File: config.mk
export PLATFORM = sky130hd
export DESIGN_NAME = shift_chain_ctrl
export DESIGN_NICKNAME = d
export VERILOG_FILES = /design/src/rtl/shift_chain_ctrl.sv
export SDC_FILE = /design/constraint.sdc
export NUM_CORES = 1
export LEC_CHECK = 0
export BUFFER_PORTS_ARGS = -buffer_cell sky130_fd_sc_hd__buf_2
export CORE_MARGIN = 2
export CORE_UTILIZATION = 42
export DETAILED_ROUTE_END_ITERATION = 8
export PLACE_DENSITY = 0.74
export SYNTH_ARGS = -nofsm -noshare
export SYNTH_HDL_FRONTEND = slang
export SYNTH_SLANG_ARGS = --single-unit
File: constraint.sdc
create_clock -name clk_i -period 1.49 [get_ports clk_i]
set_input_delay 0 -clock clk_i [delete_from_list [all_inputs] [get_ports clk_i]]
set_output_delay 0 -clock clk_i [all_outputs]
set_load 0.005 [all_outputs]
File: src/rtl/shift_chain_ctrl.sv
// shift_chain_ctrl: sequencer that shifts a parallel word out MSB-first and captures a serial word back in.
// Ports:
//   clk_i        rising-edge clock
//   clr_ni       asynchronous active-low clear
//   tx_data_i    parallel word to transmit, taken when tx_valid_i && tx_ready_o
//   tx_valid_i   tx_data_i valid
//   tx_ready_o   high in IDLE, controller can accept a word
//   abort_i      synchronous abort of the current transfer, wins over tick and rx_ready_i
//   sin_i        serial input, sampled on the edge that ends each bit window
//   sout_o       serial output, MSB first, 0 outside SHIFT
//   shift_tick_o one-cycle strobe marking the last cycle of each bit window
//   rx_data_o    captured word, stable while rx_valid_o is high
//   rx_valid_o   rx_data_o valid (DONE state)
//   rx_ready_i   consumer accepts rx_data_o
//   busy_o       controller is not IDLE
module shift_chain_ctrl #(
    parameter int WIDTH = 4,
    parameter int DIV   = 1
) (
    input  logic             clk_i,
    input  logic             clr_ni,
    input  logic [WIDTH-1:0] tx_data_i,
    input  logic             tx_valid_i,
    output logic             tx_ready_o,
    input  logic             abort_i,
    input  logic             sin_i,
    output logic             sout_o,
    output logic             shift_tick_o,
    output logic [WIDTH-1:0] rx_data_o,
    output logic             rx_valid_o,
    input  logic             rx_ready_i,
    output logic             busy_o
);
    localparam int BW = $clog2(WIDTH);
    localparam int DW = $clog2(DIV + 1);

    typedef enum logic [1:0] {IDLE, SHIFT, DONE} state_e;

    state_e           state_q, state_d;
    logic [WIDTH-1:0] shreg_q, shreg_d, rx_data_q, rx_data_d, shifted;
    logic [BW-1:0]    bit_cnt_q, bit_cnt_d;
    logic [DW-1:0]    div_cnt_q, div_cnt_d;
    logic             tick, last;
    logic             tx_ready_q, rx_valid_q, busy_q, sout_q, shift_tick_q;

    assign tick    = state_q == SHIFT && div_cnt_q == DW'(DIV - 1);
    assign last    = bit_cnt_q == BW'(WIDTH - 1);
    assign shifted = {shreg_q[WIDTH-2:0], sin_i};

    always_comb begin
        state_d   = state_q;
        shreg_d   = shreg_q;
        rx_data_d = rx_data_q;
        bit_cnt_d = bit_cnt_q;
        div_cnt_d = div_cnt_q;
        if (abort_i && state_q != IDLE) begin
            state_d   = IDLE;
            shreg_d   = '0;
            bit_cnt_d = '0;
            div_cnt_d = '0;
        end else begin
            case (state_q)
                IDLE: if (tx_valid_i && !abort_i) begin
                    state_d   = SHIFT;
                    shreg_d   = tx_data_i;
                    bit_cnt_d = '0;
                    div_cnt_d = '0;
                end
                SHIFT: if (tick) begin
                    shreg_d   = shifted;
                    div_cnt_d = '0;
                    bit_cnt_d = bit_cnt_q + 1'b1;
                    if (last) begin
                        rx_data_d = shifted;
                        state_d   = DONE;
                    end
                end else begin
                    div_cnt_d = div_cnt_q + 1'b1;
                end
                DONE: if (rx_ready_i) state_d = IDLE;
                default: state_d = IDLE;
            endcase
        end
    end

    // Outputs are registered from next-state values so they line up with the state they describe.
    always_ff @(posedge clk_i or negedge clr_ni) begin
        if (!clr_ni) begin
            state_q      <= IDLE;
            shreg_q      <= '0;
            rx_data_q    <= '0;
            bit_cnt_q    <= '0;
            div_cnt_q    <= '0;
            tx_ready_q   <= 1'b1;
            rx_valid_q   <= 1'b0;
            busy_q       <= 1'b0;
            sout_q       <= 1'b0;
            shift_tick_q <= 1'b0;
        end else begin
            state_q      <= state_d;
            shreg_q      <= shreg_d;
            rx_data_q    <= rx_data_d;
            bit_cnt_q    <= bit_cnt_d;
            div_cnt_q    <= div_cnt_d;
            tx_ready_q   <= state_d == IDLE;
            rx_valid_q   <= state_d == DONE;
            busy_q       <= state_d != IDLE;
            sout_q       <= state_d == SHIFT && shreg_d[WIDTH-1];
            shift_tick_q <= state_d == SHIFT && div_cnt_d == DW'(DIV - 1);
        end
    end

    assign tx_ready_o   = tx_ready_q;
    assign rx_valid_o   = rx_valid_q;
    assign busy_o       = busy_q;
    assign sout_o       = sout_q;
    assign shift_tick_o = shift_tick_q;
    assign rx_data_o    = rx_data_q;
endmodule

==> Yosys cells after proc, flatten, opt, wreduce, memory -nomap -nowiden <==
Cells that the tools add are included.
W data, S select, Z words.
{ "word_totals": {"reg_bits": 18, "input_bits": 10, "out_inout_bits": 9} }
{ "op_classes": {"addsub": 2, "eq_ne": 7, "n_mux": 18, "bitwise": 3, "n_reduce_logical": 13} }
{ "op_table": {"columns": ["op", "n"], "rows": [
  ["$mux W2", 8],
  ["$mux W4", 3],
  ["$pmux W4 S2", 1],
  ["$eq A2 B2 Y1 const B", 3],
  ["$pmux W2 S3", 1],
  ["$logic_and A1 B1 Y1", 5],
  ["$eq A2 B1 Y1 const B", 2],
  ["$logic_not A2 Y1", 2],
  ["$pmux W2 S2", 1],
  ["$reduce_and A4 Y1", 1],
  ["$reduce_bool A2 Y1", 2],
  ["$mux W1", 3],
  ["$ne A3 B2 Y1 const B", 1],
  ["$ne A3 B3 Y1 const B", 1],
  ["$not A1 Y1", 3],
  ["$reduce_and A3 Y1", 1],
  ["$reduce_bool A3 Y1", 1],
  ["$add A2 B1 Y2 const B", 1],
  ["$pmux W1 S2", 1],
  ["$add A1 B1 Y1 const B", 1],
  ["$logic_not A1 Y1", 1]
]} }

==> Longest topological paths before layout <==
Gate-level depths: netlist of run 1.
{ "depth": {"word_depth": 7, "ltp_mapped": 5, "depth_no_buf": 5} }

==> Least setup slack after synthesis of run 1 <==
Ideal clock, no wire load.
{ "synth_path": {"path_kind": "register to register", "startpoint": "reg state_q[1]", "endpoint": "reg sout_q (netlist: sout_o)", "setup_time_ns": 0.119, "arrival_ns": 1.243, "path_slack_ns": 0.128, "path_stages_with_launch": 6, "synth_period_minus_slack_ns": 1.362, "path_cell_list": "dfrtp_1 -> buf_6 -> nor4b_4 -> o21bai_2 -> o21ai_2 -> and2_1"} }
{ "synth_via": {"word_cells_on_any_way": 17, "cone_classes": "eq/ne: 3; mux: 9; reduce/logical: 5"} }
{ "synth_rtl": {"columns": ["item", "line_no", "text"], "rows": [
  ["start, declared", "39", "state_e state_q, state_d;"],
  ["start signal, assigned", "100", "state_q <= state_d;"],
  ["$eq A2 B1 Y1", "46, 62", null],
  ["$logic_and A1 B1 Y1", "46", "assign tick = state_q == SHIFT && div_cnt_q == DW'(DIV - 1);"],
  ["$mux W4", "69", "SHIFT: if (tick) begin"],
  ["$pmux W4 S2", "62", "case (state_q)"],
  ["$mux W4 (*)", "56", "if (abort_i && state_q != IDLE) begin"],
  ["via shreg_d[3]", "40", "logic [WIDTH-1:0] shreg_q, shreg_d, rx_data_q, rx_data_d, shifted;"],
  ["$logic_and A1 B1 Y1 (*)", "108", "sout_q <= state_d == SHIFT && shreg_d[WIDTH-1];"],
  ["end signal, assigned", "108", null],
  ["end, declared", "44", "logic tx_ready_q, rx_valid_q, busy_q, sout_q, shift_tick_q;"]
]} }
Mark *: on every way through the listed nets, which the timed path passes. The rest lies on a longest branch. The select of a mux whose other input is x is not followed.
A chain may end at the register's enable or synchronous reset.

==> Final worst setup path of run 1 <==
{ "layout_path": {"startpoint": "reg bit_cnt_q[0]", "endpoint": "reg rx_data_q[2] (netlist: rx_data_o[2])"} }
{ "layout_via": {"elab_chain_len": 2} }
{ "layout_rtl": {"columns": ["item", "line_no", "text"], "rows": [
  ["start, declared", "41", "logic [BW-1:0] bit_cnt_q, bit_cnt_d;"],
  ["start signal, assigned", "103", "bit_cnt_q <= bit_cnt_d;"],
  ["$eq A2 B2 Y1", "47", "assign last = bit_cnt_q == BW'(WIDTH - 1);"],
  ["$reduce_and A4 Y1 (no line)", null, null],
  ["end signal, assigned", "102", "rx_data_q <= rx_data_d;"],
  ["end, declared", "40", null]
]} }
No other way between the ends.

==> summary.md, run 1 <==
| Metric | Value |
|---|---|
| All-Layer GR Usage | `0.1557` |
| Max Cap Viol | `0` |
| Area growth syn-to-layout | `27.51%` |
| Residual DRC | `0` |
| Crit start category | `register` |
| Total die area | `0.002330 mm^2` |
| Root cell of the clock tree | `clkbuf_4` |
| Overflow after GRT | `0` |
| Core ar. | `0.001902 mm^2` |
| Pin count of the biggest net entering global routing | `19` |
| GP Congestion | `0.7382` |
| Worst-Skew Late Latency | `0.30 ns` |
| Routed vias/inst | `4.855` |
| Crit share post-route | `0.9684` |
| Fin cells | `124` |
| Bufs on Longest Clock Path | `2` |
| Initial DRC count | `4` |
| Worst-path fanout max | `4` |
| Fin Setup TNS | `0 ns` |
| Power Total | `0.001258 W` |
| Path type of the worst setup path | `register to register` |
| Max-slew violations | `0` |
| Post_cts resized | `0` |
| RSZ-0062 raised after global routing | `false` |
| Crit path largest cell delay | `0.41 ns` |
| Total number of vias | `602` |
| ANT cells | `0` |
| CTS tree | `done` |
| Gate power share | `0.242` |
| Critical Path AT | `1.63 ns` |
| Antenna viol nets, final | `0` |
| Crit. End Element | `register` |
| Die Ht | `48.28 um` |
| Sequential-to-total area share from yosys stat | `0.5486` |
| Mean routed wirelength per cell | `12.00 um` |
| #FFs+latches synth | `18` |
| Port bufs | `18` |
| Lkg Pwr | `0.5213 nW` |
| Worst-margin pin slew | `0.3759 ns` |
| Most common cell after layout, fill and taps aside | `buf_2` |
| Worst slew margin relative to its limit | `0.7494` |
| Cell count after synthesis | `66` |
| Syn Nets | `77` |
| Die width | `48.28 um` |
| Worst-path clk slew | `0.10 ns` |
| Number of fill cells | `177` |
| Part of the power in registers | `0.520` |
| HPWL after DPL | `1101 um` |
| Most frequent cells in the layout | `buf_2, dfrtp_1, nor2_1` |
| Fmax achieved | `693.0 MHz` |
| Vias in the first global route | `609` |
| Setup violators final | `0` |
| Status | `completed` |
| Share of cells above drive strength 1 | `0.3814` |
| Internal power | `0.0009109 W` |
| Mapped Area | `823.3 um^2` |
| Worst path cell trace | `ha_1, and3b_2, nand2_1, mux2_2` |
| WP data required | `1.68 ns` |
| Hold WC Path Type | `primary input to register` |
| Switching Power | `0.0003470 W` |
| Worst path slowest cell | `dfrtp_1` |
| Routed WL | `1488 um` |
| Period minus WS final | `1.443 ns` |
| Cts bufs inserted | `3` |
| VDD IR-drop max | `0.0007374 V` |
| First-pass GRT wire length | `2408 um` |
| Post-synth cell types | `23` |
| Clock sinks | `18` |
| Cell Pwr Density | `1198 mW/mm^2` |
| Starting Density | `0.4329` |
| H-tree depth | `1` |
| Synth warnings | `0` |
| # placed instances | `113` |
| Post-Syn Area per Cell | `12.47 um^2` |
| Fin area | `0.001050 mm^2` |
| Hold_ws | `0.006468 ns` |
| Site Rows | `16` |
| Nets | `109` |
| Sw frac | `0.2758` |
| Footprint of the multi-input gates | `336.6 um^2` |
| Initial antenna violation count | `0` |
| Worst Skew | `0.004183 ns` |
| I/O pins | `19` |
| FF+latch area | `451.7 um^2` |
| Post-DP Area | `945.9 um^2` |
| 1st-pass router iterations | `2` |
| Final Hold Fails | `0` |
| Clock share of power | `0.238` |
[layer usage]
layer	up-vias	track usage	wire length [um]
met1	282	0.1795	667
met4	0	0.09730	34
met3	5	0.04444	63
met5	-	0	0
met2	18	0.2526	722
li1	297	-	-
[state kept, by name (all words and copies together) (netlist names)]
| signal | flops |
|---|---|
| rx_data_o | 4 |
| shreg_q | 4 |
| bit_cnt_q | 2 |
| state_q | 2 |
| busy_o | 1 |
| div_cnt_q | 1 |
| rx_valid_o | 1 |
| shift_tick_o | 1 |
| sout_o | 1 |
| tx_ready_o | 1 |
[cell families (layout without fill, tap and decap cells)]
kind of cell / after synthesis / in the layout / synth area share
DFF: 18 / 18 / 0.5486
AOI/OAI and AO/OA: 16 / 16 / 0.1337
muxes: 7 / 7 / 0.09118
adders and majority gates: 1 / 1 / 0.01520
buffers and inverters: 3 / 34 / 0.04255
and+or+nand+nor: 21 / 21 / 0.1687
[critical path, delay by kind of cell (launching register included)]
family                   cells  cell delay, ns
adder cells (fa/ha/maj)      1            0.19
flip-flops                   1            0.41
multiplexers                 1            0.36
AND/OR/NAND/NOR              2            0.37
[cell type report]
| cell class | count | area share |
|---|---|---|
| Clock buffer | 4 | 0.03456 |
| Timing Repair Buffer | 29 | 0.1788 |
| Tap cell | 27 | 0.03218 |
| Inverter | 1 | 0.003576 |
| Multi-Input combinational cell | 45 | 0.3206 |
| Sequential cell | 18 | 0.4303 |
[power by group through the flow]
stage | Sequential (W) | Combinational (W) | Clock, W
4_1_cts | 0.000656 | 0.000294 | 0.000309
3_3_place_gp | 0.000664 | 0.000270 | 0
5_1_grt | 0.000668 | 0.000340 | 0.000333
2_1_floorplan | 0.000658 | 0.000166 | 0
6_report | 0.000654 | 0.000304 | 0.000300
3_5_place_dp | 0.000665 | 0.000280 | 0
[timing repair]
item,CTS,global route
hold buffers,6,0
setup buffers,0,1
endpoints found under the setup margin,0,2
endpoints found under the hold margin,23,0
[path summary, 6_finish.rpt]
path,startpoint,end,slack [ns],depth (start not counted)
setup / recovery,bit_cnt_q[0],rx_data_o[2],0.05,4
hold reg to reg,rx_data_o[0],rx_data_o[0],0.52,1
hold / removal,abort_i,rx_valid_o,0.006,2
min in group asynchronous,clr_ni,rx_valid_o,0.15,2
max in group asynchronous,clr_ni,tx_ready_o,1.03,2
setup reg to reg,bit_cnt_q[0],rx_data_o[2],0.05,4
[metrics by stage]
stage / setup WS [ns] / util
floorplan: 0.1284 / -
detailed placement: 0.04646 / 0.4974
global route: 0.001551 / 0.5520
CTS: 0.03471 / 0.5480
global placement: 0.08142 / 0.4974
finish: 0.04709 / 0.5520
[Yosys cell counts]
library cell,number,area [um^2]
nor4b_4,2,47.55
nor2b_1,1,6.260
nand2b_1,1,6.260
a21oi_1,2,10.01
inv_1,1,3.750
a22oi_1,5,37.54
o21ai_2,1,8.760
o2bb2ai_1,2,17.52
nor2_1,8,30.03
mux2_2,4,45.04
buf_12,1,20.02
and2_1,1,6.260
o21bai_2,1,11.26
dfrtp_1,17,425.4
mux2i_1,3,30.03
o21ai_0,5,25.02
dfstp_2,1,26.28
ha_1,1,12.51
and3b_2,1,10.01
buf_6,1,11.26
nand2_1,5,18.77
or2b_1,1,7.510
or2_1,1,6.260
(Power assumes the default switching activity.)
==> inputs of run 2 (changes only) <==
--- a/config.mk
+++ b/config.mk
@@ -7,9 +7,9 @@
 export LEC_CHECK = 0
 export BUFFER_PORTS_ARGS = -buffer_cell sky130_fd_sc_hd__buf_2
 export CORE_MARGIN = 2
-export CORE_UTILIZATION = 42
+export CORE_UTILIZATION = 50
 export DETAILED_ROUTE_END_ITERATION = 8
-export PLACE_DENSITY = 0.74
+export PLACE_DENSITY = 0.85
 export SYNTH_ARGS = -nofsm -noshare
 export SYNTH_HDL_FRONTEND = slang
 export SYNTH_SLANG_ARGS = --single-unit
==> summary.md, run 2 (same netlist as run 1, synthesis figures left out) <==
| Metric | Value |
|---|---|
| Total number of vias | `591 (-1.8%)` |
| Pin count of the biggest net entering global routing | `19 (unchanged)` |
| Max-slew violations | `0 (unchanged)` |
| Site Rows | `14 (-2)` |
| CP endpoint | `busy_o` |
| RR Startpoint | `bit_cnt_q[0]` |
| R2R setup slack | `0.07 ns (+0.02 ns)` |
| Worst Skew | `0.005609 ns (+0.001426 ns)` |
| Internal power | `0.0009012 W (-1.1%)` |
| Starting Density | `0.5402 (+0.1073)` |
| WP data required | `1.67 ns (about the same)` |
| First-pass GRT wire length | `2566 um (+6.6%)` |
| Antenna viol nets, final | `0 (unchanged)` |
| I/O pins | `19 (unchanged)` |
| Worst-Skew Late Latency | `0.29 ns (about the same)` |
| Fmax achieved | `702.4 MHz (+1.3%)` |
| Initial DRC count | `7 (+3)` |
| Power Total | `0.001244 W (-1.1%)` |
| Sw frac | `0.2755 (-0.0002999)` |
| Share of cells above drive strength 1 | `0.4167 (+0.03522)` |
| HPWL after DPL | `1048 um (-4.8%)` |
| Max Cap Viol | `0 (unchanged)` |
| Bufs on Longest Clock Path | `2 (unchanged)` |
| CP Buf/Inv Count | `0 (unchanged)` |
| Final design utilization | `0.6814 (+0.1295)` |
| Root cell of the clock tree | `clkbuf_4` |
| Worst path slowest cell | `dfrtp_1` |
| Initial antenna violation count | `0 (unchanged)` |
| Cts bufs inserted | `3 (unchanged)` |
| Part of the power in registers | `0.532 (+0.012)` |
| Critical R2R Capture | `busy_o` |
| Routed WL | `1496 um (+0.54%)` |
| Worst slew margin relative to its limit | `0.7397 (-0.009712)` |
| Crit path largest cell delay | `0.42 ns (about the same)` |
| Worst-margin pin slew | `0.3905 ns (+0.01457 ns)` |
| ANT cells | `0 (unchanged)` |
| Cell Pwr Density | `1198 mW/mm^2 (about the same)` |
| Most common cell after layout, fill and taps aside | `buf_2` |
| Final Hold Fails | `0 (unchanged)` |
| Crit start category | `register` |
| Vias in the first global route | `559 (-8.2%)` |
| Routed vias/inst | `5.277 (+8.7%)` |
| Overflow after GRT | `0 (unchanged)` |
| Gate power share | `0.232 (-0.010)` |
| Residual DRC | `0 (unchanged)` |
| Clock sinks | `18 (unchanged)` |
| Die Ht | `44.58 um (-7.7%)` |
| RSZ-0062 raised after global routing | `true` |
| Total die area | `0.001987 mm^2 (-15%)` |
| Core ar. | `0.001524 mm^2 (-20%)` |
| Status | `completed` |
| Number of fill cells | `103 (-42%)` |
| Setup crit start | `bit_cnt_q[0]` |
| VDD IR-drop max | `0.0006018 V (-18%)` |
| Stages on the worst setup path | `5 (+1)` |
| Period minus WS final | `1.424 ns (-0.01921 ns)` |
| Area growth syn-to-layout | `26.14%` |
| Setup Fix Bufs, Post-CTS | `0 (unchanged)` |
| 1st-pass router iterations | `4 (+2)` |
| CTS tree | `done` |
| GP Congestion | `0.7518 (+1.8%)` |
| Port bufs | `18 (unchanged)` |
| Most frequent cells in the layout | `buf_2, dfrtp_1, nor2_1` |
| Critical Path AT | `1.60 ns (-0.03 ns)` |
| Worst-path clk slew | `0.09 ns (about the same)` |
| Crit. End Element | `register` |
| All-Layer GR Usage | `0.1818 (+0.02614)` |
| Clock share of power | `0.236 (-0.002)` |
| Mean routed wirelength per cell | `13.36 um (+11%)` |
| H-tree depth | `1 (unchanged)` |
| Cell class contributing the biggest share of worst-path delay | `simple AND/OR/NAND/NOR gates` |
| R2R depth | `5 (+1)` |
| Hold WC Path Type | `primary input to register` |
| Nets | `108 (-0.92%)` |
| Die width | `44.58 um (-7.7%)` |
| Setup violators final | `0 (unchanged)` |
| Worst-path fanout max | `4 (unchanged)` |
| Lkg Pwr | `0.5159 nW (-1.0%)` |
| Crit share post-route | `0.9555 (-0.01290)` |
| Worst path cell trace | `ha_1, and3b_2, mux2i_2, nor2_2, or2_1` |
| Path type of the worst setup path | `register to register` |
| Switching Power | `0.0003427 W (-1.2%)` |
-- run 2: cell count changes in the layout (fill, tap and decap cells not counted), sizes merged --
cell  change
buf       -1
-- run 2: worst min path at each step --
stage             from            to  slack, ns  cells after the start
2_1_floorplan   clr_ni  bit_cnt_q[0]      -0.30                      0
3_3_place_gp    clr_ni  rx_data_o[1]      -0.06                      1
3_5_place_dp    clr_ni  rx_data_o[1]      -0.06                      1
4_1_cts        abort_i    rx_valid_o      0.009                      2
5_1_grt        abort_i    state_q[1]       0.05                      2
6_report       abort_i    rx_valid_o       0.03                      2
-- run 2: layout make-up --
class | instances | area (um^2) | area share
sequential | 18 | 452.9 | 0.4361
inverter | 1 | 3.754 | 0.003614
clock buffer | 4 | 36.28 | 0.03494
tap | 16 | 20.02 | 0.01928
multi-input combinational | 45 | 345.3 | 0.3325
timing repair buffer | 28 | 180.2 | 0.1735
-- run 2: power by group through the flow --
stage               sequential (W)  clock, W  combinational, W
floorplan                 0.000658         0          0.000166
CTS                       0.000660  0.000302          0.000288
global placement          0.000664         0          0.000268
detailed placement        0.000667         0          0.000276
global route              0.000678  0.000318          0.000325
finish                    0.000662  0.000294          0.000288
-- run 2: through the flow --
step | hold WS, ns | instance area (um^2) | worst slack (ns) | std cells | TNS, ns
final | 0.02913 | 1039 | 0.06631 | 112 | 0
after global routing | 0.05490 | 1039 | -0.03681 | 112 | -0.03681
after CTS | 0.009141 | 1028 | 0.03266 | 112 | 0
after detailed placement | -0.05606 | 932.1 | 0.04443 | 102 | 0
after global placement | -0.05714 | 932.1 | 0.07407 | 102 | 0
after floorplan | -0.2956 | 823.3 | 0.1284 | 66 | 0
-- run 2: layer usage --
metal / GRT usage / routed length [um] / vias to the layer above
met5: 0 / 0 / -
met4: 0.07273 / 23 / 0
met3: 0.04490 / 77 / 5
met2: 0.2580 / 643 / 16
met1: 0.2660 / 751 / 276
li1: - / - / 294
-- run 2: what timing repair did --
item	CTS	global route
endpoints found under the setup margin	0	8
endpoints found under the hold margin	23	0
resized for setup	0	4
hold buffers	6	0
==> inputs of run 3 (changes only) <==
--- a/config.mk
+++ b/config.mk
@@ -10,6 +10,7 @@
 export CORE_UTILIZATION = 50
 export DETAILED_ROUTE_END_ITERATION = 8
 export PLACE_DENSITY = 0.85
+export SETUP_SLACK_MARGIN = 0.3
 export SYNTH_ARGS = -nofsm -noshare
 export SYNTH_HDL_FRONTEND = slang
 export SYNTH_SLANG_ARGS = --single-unit
==> summary.md, run 3 (same netlist as run 1, synthesis figures left out) <==
| Metric | Value |
|---|---|
| Status | `completed` |
| Share of cells above drive strength 1 | `0.5463 (+0.1296)` |
| Power Total | `0.001419 W (+14%)` |
| Hold path depth | `2 (unchanged)` |
| Stages on the worst setup path | `5 (unchanged)` |
| Post-DP Area | `948.4 um^2 (+1.7%)` |
| Lkg Pwr | `0.6030 nW (+17%)` |
| Cts bufs inserted | `3 (unchanged)` |
| Core ar. | `0.001524 mm^2 (unchanged)` |
| Crit. End Element | `register` |
| Die width | `44.58 um (unchanged)` |
| Setup crit start | `state_q[0]` |
| GP Congestion | `0.7753 (+3.1%)` |
| VDD IR-drop max | `0.0009182 V (+53%)` |
| I/O pins | `19 (unchanged)` |
| Worst-Skew Late Latency | `0.29 ns (about the same)` |
| Fin area | `0.001194 mm^2 (+15%)` |
| Cell Pwr Density | `1189 mW/mm^2 (-0.74%)` |
| Starting Density | `0.5402 (unchanged)` |
| Worst-path clk slew | `0.11 ns (+0.02 ns)` |
| Site Rows | `14 (unchanged)` |
| Nets | `120 (+11%)` |
| Root cell of the clock tree | `clkbuf_4` |
| First-pass GRT wire length | `3042 um (+19%)` |
| Fmax achieved | `713.9 MHz (+1.6%)` |
| CP Buf/Inv Count | `1 (+1)` |
| Setup violators final | `0 (unchanged)` |
| Area growth syn-to-layout | `44.98%` |
| Worst path slowest cell | `dfrtp_2` |
| Initial antenna violation count | `0 (unchanged)` |
| Initial DRC count | `12 (+5)` |
| Final design utilization | `0.7833 (+0.1018)` |
| R2R depth | `5 (unchanged)` |
| Die Ht | `44.58 um (unchanged)` |
| Total number of vias | `689 (+17%)` |
| Max-slew violations | `0 (unchanged)` |
| FF+latch area | `454.2 um^2 (+0.28%)` |
| Fin Setup TNS | `0 ns (unchanged)` |
| Routed vias/inst | `5.556 (+5.3%)` |
| Number of fill cells | `86 (-17%)` |
| Antenna viol nets, final | `0 (unchanged)` |
| ANT cells | `0 (unchanged)` |
| Critical R2R Capture | `sout_o` |
| Worst-path fanout max | `6 (+2)` |
| Worst path cell trace | `buf_6, or2b_1, o21bai_4, o21ai_2, and2_1` |
| Crit start category | `register` |
| Pin count of the biggest net entering global routing | `19 (unchanged)` |
| RR Startpoint | `state_q[0]` |
| Hold endpoint | `rx_valid_o` |
| CTS tree | `done` |
| Hold Startpoint | `abort_i` |
| Residual DRC | `0 (unchanged)` |
| Worst-margin pin slew | `0.3982 ns (+0.007792 ns)` |
| Period minus WS final | `1.401 ns (-0.02295 ns)` |
| R2R setup slack | `0.09 ns (+0.02 ns)` |
| HPWL after DPL | `1078 um (+2.8%)` |
| Clock sinks | `18 (unchanged)` |
| Crit share post-route | `0.9401 (-0.01540)` |
| Routed WL | `2234 um (+49%)` |
| Most common cell after layout, fill and taps aside | `buf_2` |
| WP data required | `1.68 ns (about the same)` |
| Cell class contributing the biggest share of worst-path delay | `flip-flops` |
| Max Cap Viol | `0 (unchanged)` |
| Bufs on Longest Clock Path | `2 (unchanged)` |
| Critical Path AT | `1.59 ns (about the same)` |
| Path type of the worst setup path | `register to register` |
| Vias in the first global route | `689 (+23%)` |
| Worst Skew | `0.001892 ns (-0.003716 ns)` |
| H-tree depth | `1 (unchanged)` |
| Final Hold Fails | `0 (unchanged)` |
| Port bufs | `18 (unchanged)` |
| Mean routed wirelength per cell | `18.02 um (+35%)` |
| All-Layer GR Usage | `0.2103 (+0.02848)` |
| Hold WC Path Type | `primary input to register` |
| Crit path largest cell delay | `0.45 ns (+0.03 ns)` |
| Most frequent cells in the layout | `buf_2, dfrtp_1, buf_4` |
| Footprint of the multi-input gates | `401.6 um^2 (+16%)` |
| RSZ-0062 raised after global routing | `true` |
| Worst slew margin relative to its limit | `0.7345 (-0.005195)` |
| 1st-pass router iterations | `4 (unchanged)` |
| Total die area | `0.001987 mm^2 (unchanged)` |
| Overflow after GRT | `0 (unchanged)` |
==> run 3: worst max-delay path by stage <==
stage / to / slack (ns)
2_1_floorplan: busy_o / 0.18
3_3_place_gp: busy_o / 0.11
3_5_place_dp: busy_o / 0.08
4_1_cts: busy_o / 0.11
5_1_grt: sout_o / 0.04
6_report: sout_o / 0.09
==> run 3: routing by layer <==
layer / track usage / vias up / part of all wire
met2: 0.3565 / 18 / 0.51
li1: - / 320 / -
met5: 0 / - / 0
met3: 0.02449 / 4 / 0.028
met1: 0.2773 / 347 / 0.45
met4: 0.07273 / 0 / 0.010
==> run 3: power by group <==
group / leakage [nW] / internal (W) / switching [W]
clock: 0.0210 / 0.000149 / 0.000156
combinational: 0.349 / 0.000265 / 0.000190
sequential: 0.233 / 0.000591 / 0.0000687
==> run 3: timing repair <==
item | 4_1_cts | 5_1_grt
cloned | 0 | 0
gates resized for setup | 3 | 15
setup buffers | 7 | 5
pin swaps | 2 | 9
endpoints found under the setup margin | 15 | 16
hold buffers | 6 | 0
endpoints found under the hold margin | 23 | 0
==> run 3: through the flow <==
stage,setup slack [ns],hold slack [ns],std cells
floorplan,0.1787,-0.2956,66
global placement,0.1057,-0.06268,102
detailed placement,0.08203,-0.05552,102
CTS,0.1089,0.02050,119
global route,0.04306,0.04915,124
finish,0.08926,0.05207,124
==> run 3: layout make-up <==
class                           count  share of cell area
Tap cell                           16             0.01677
Inverter                            1            0.003145
Multi-Input combinational cell     45              0.3365
Clock buffer                        4             0.03040
Sequential cell                    18              0.3805
Timing Repair Buffer               40              0.2327
==> run 3: worst reg2reg max path: stages (launching register included) <==
cell      delay [ns]
dfrtp_2         0.45
buf_6           0.13
or2b_1          0.27
o21bai_4        0.19
o21ai_2         0.08
and2_1          0.17
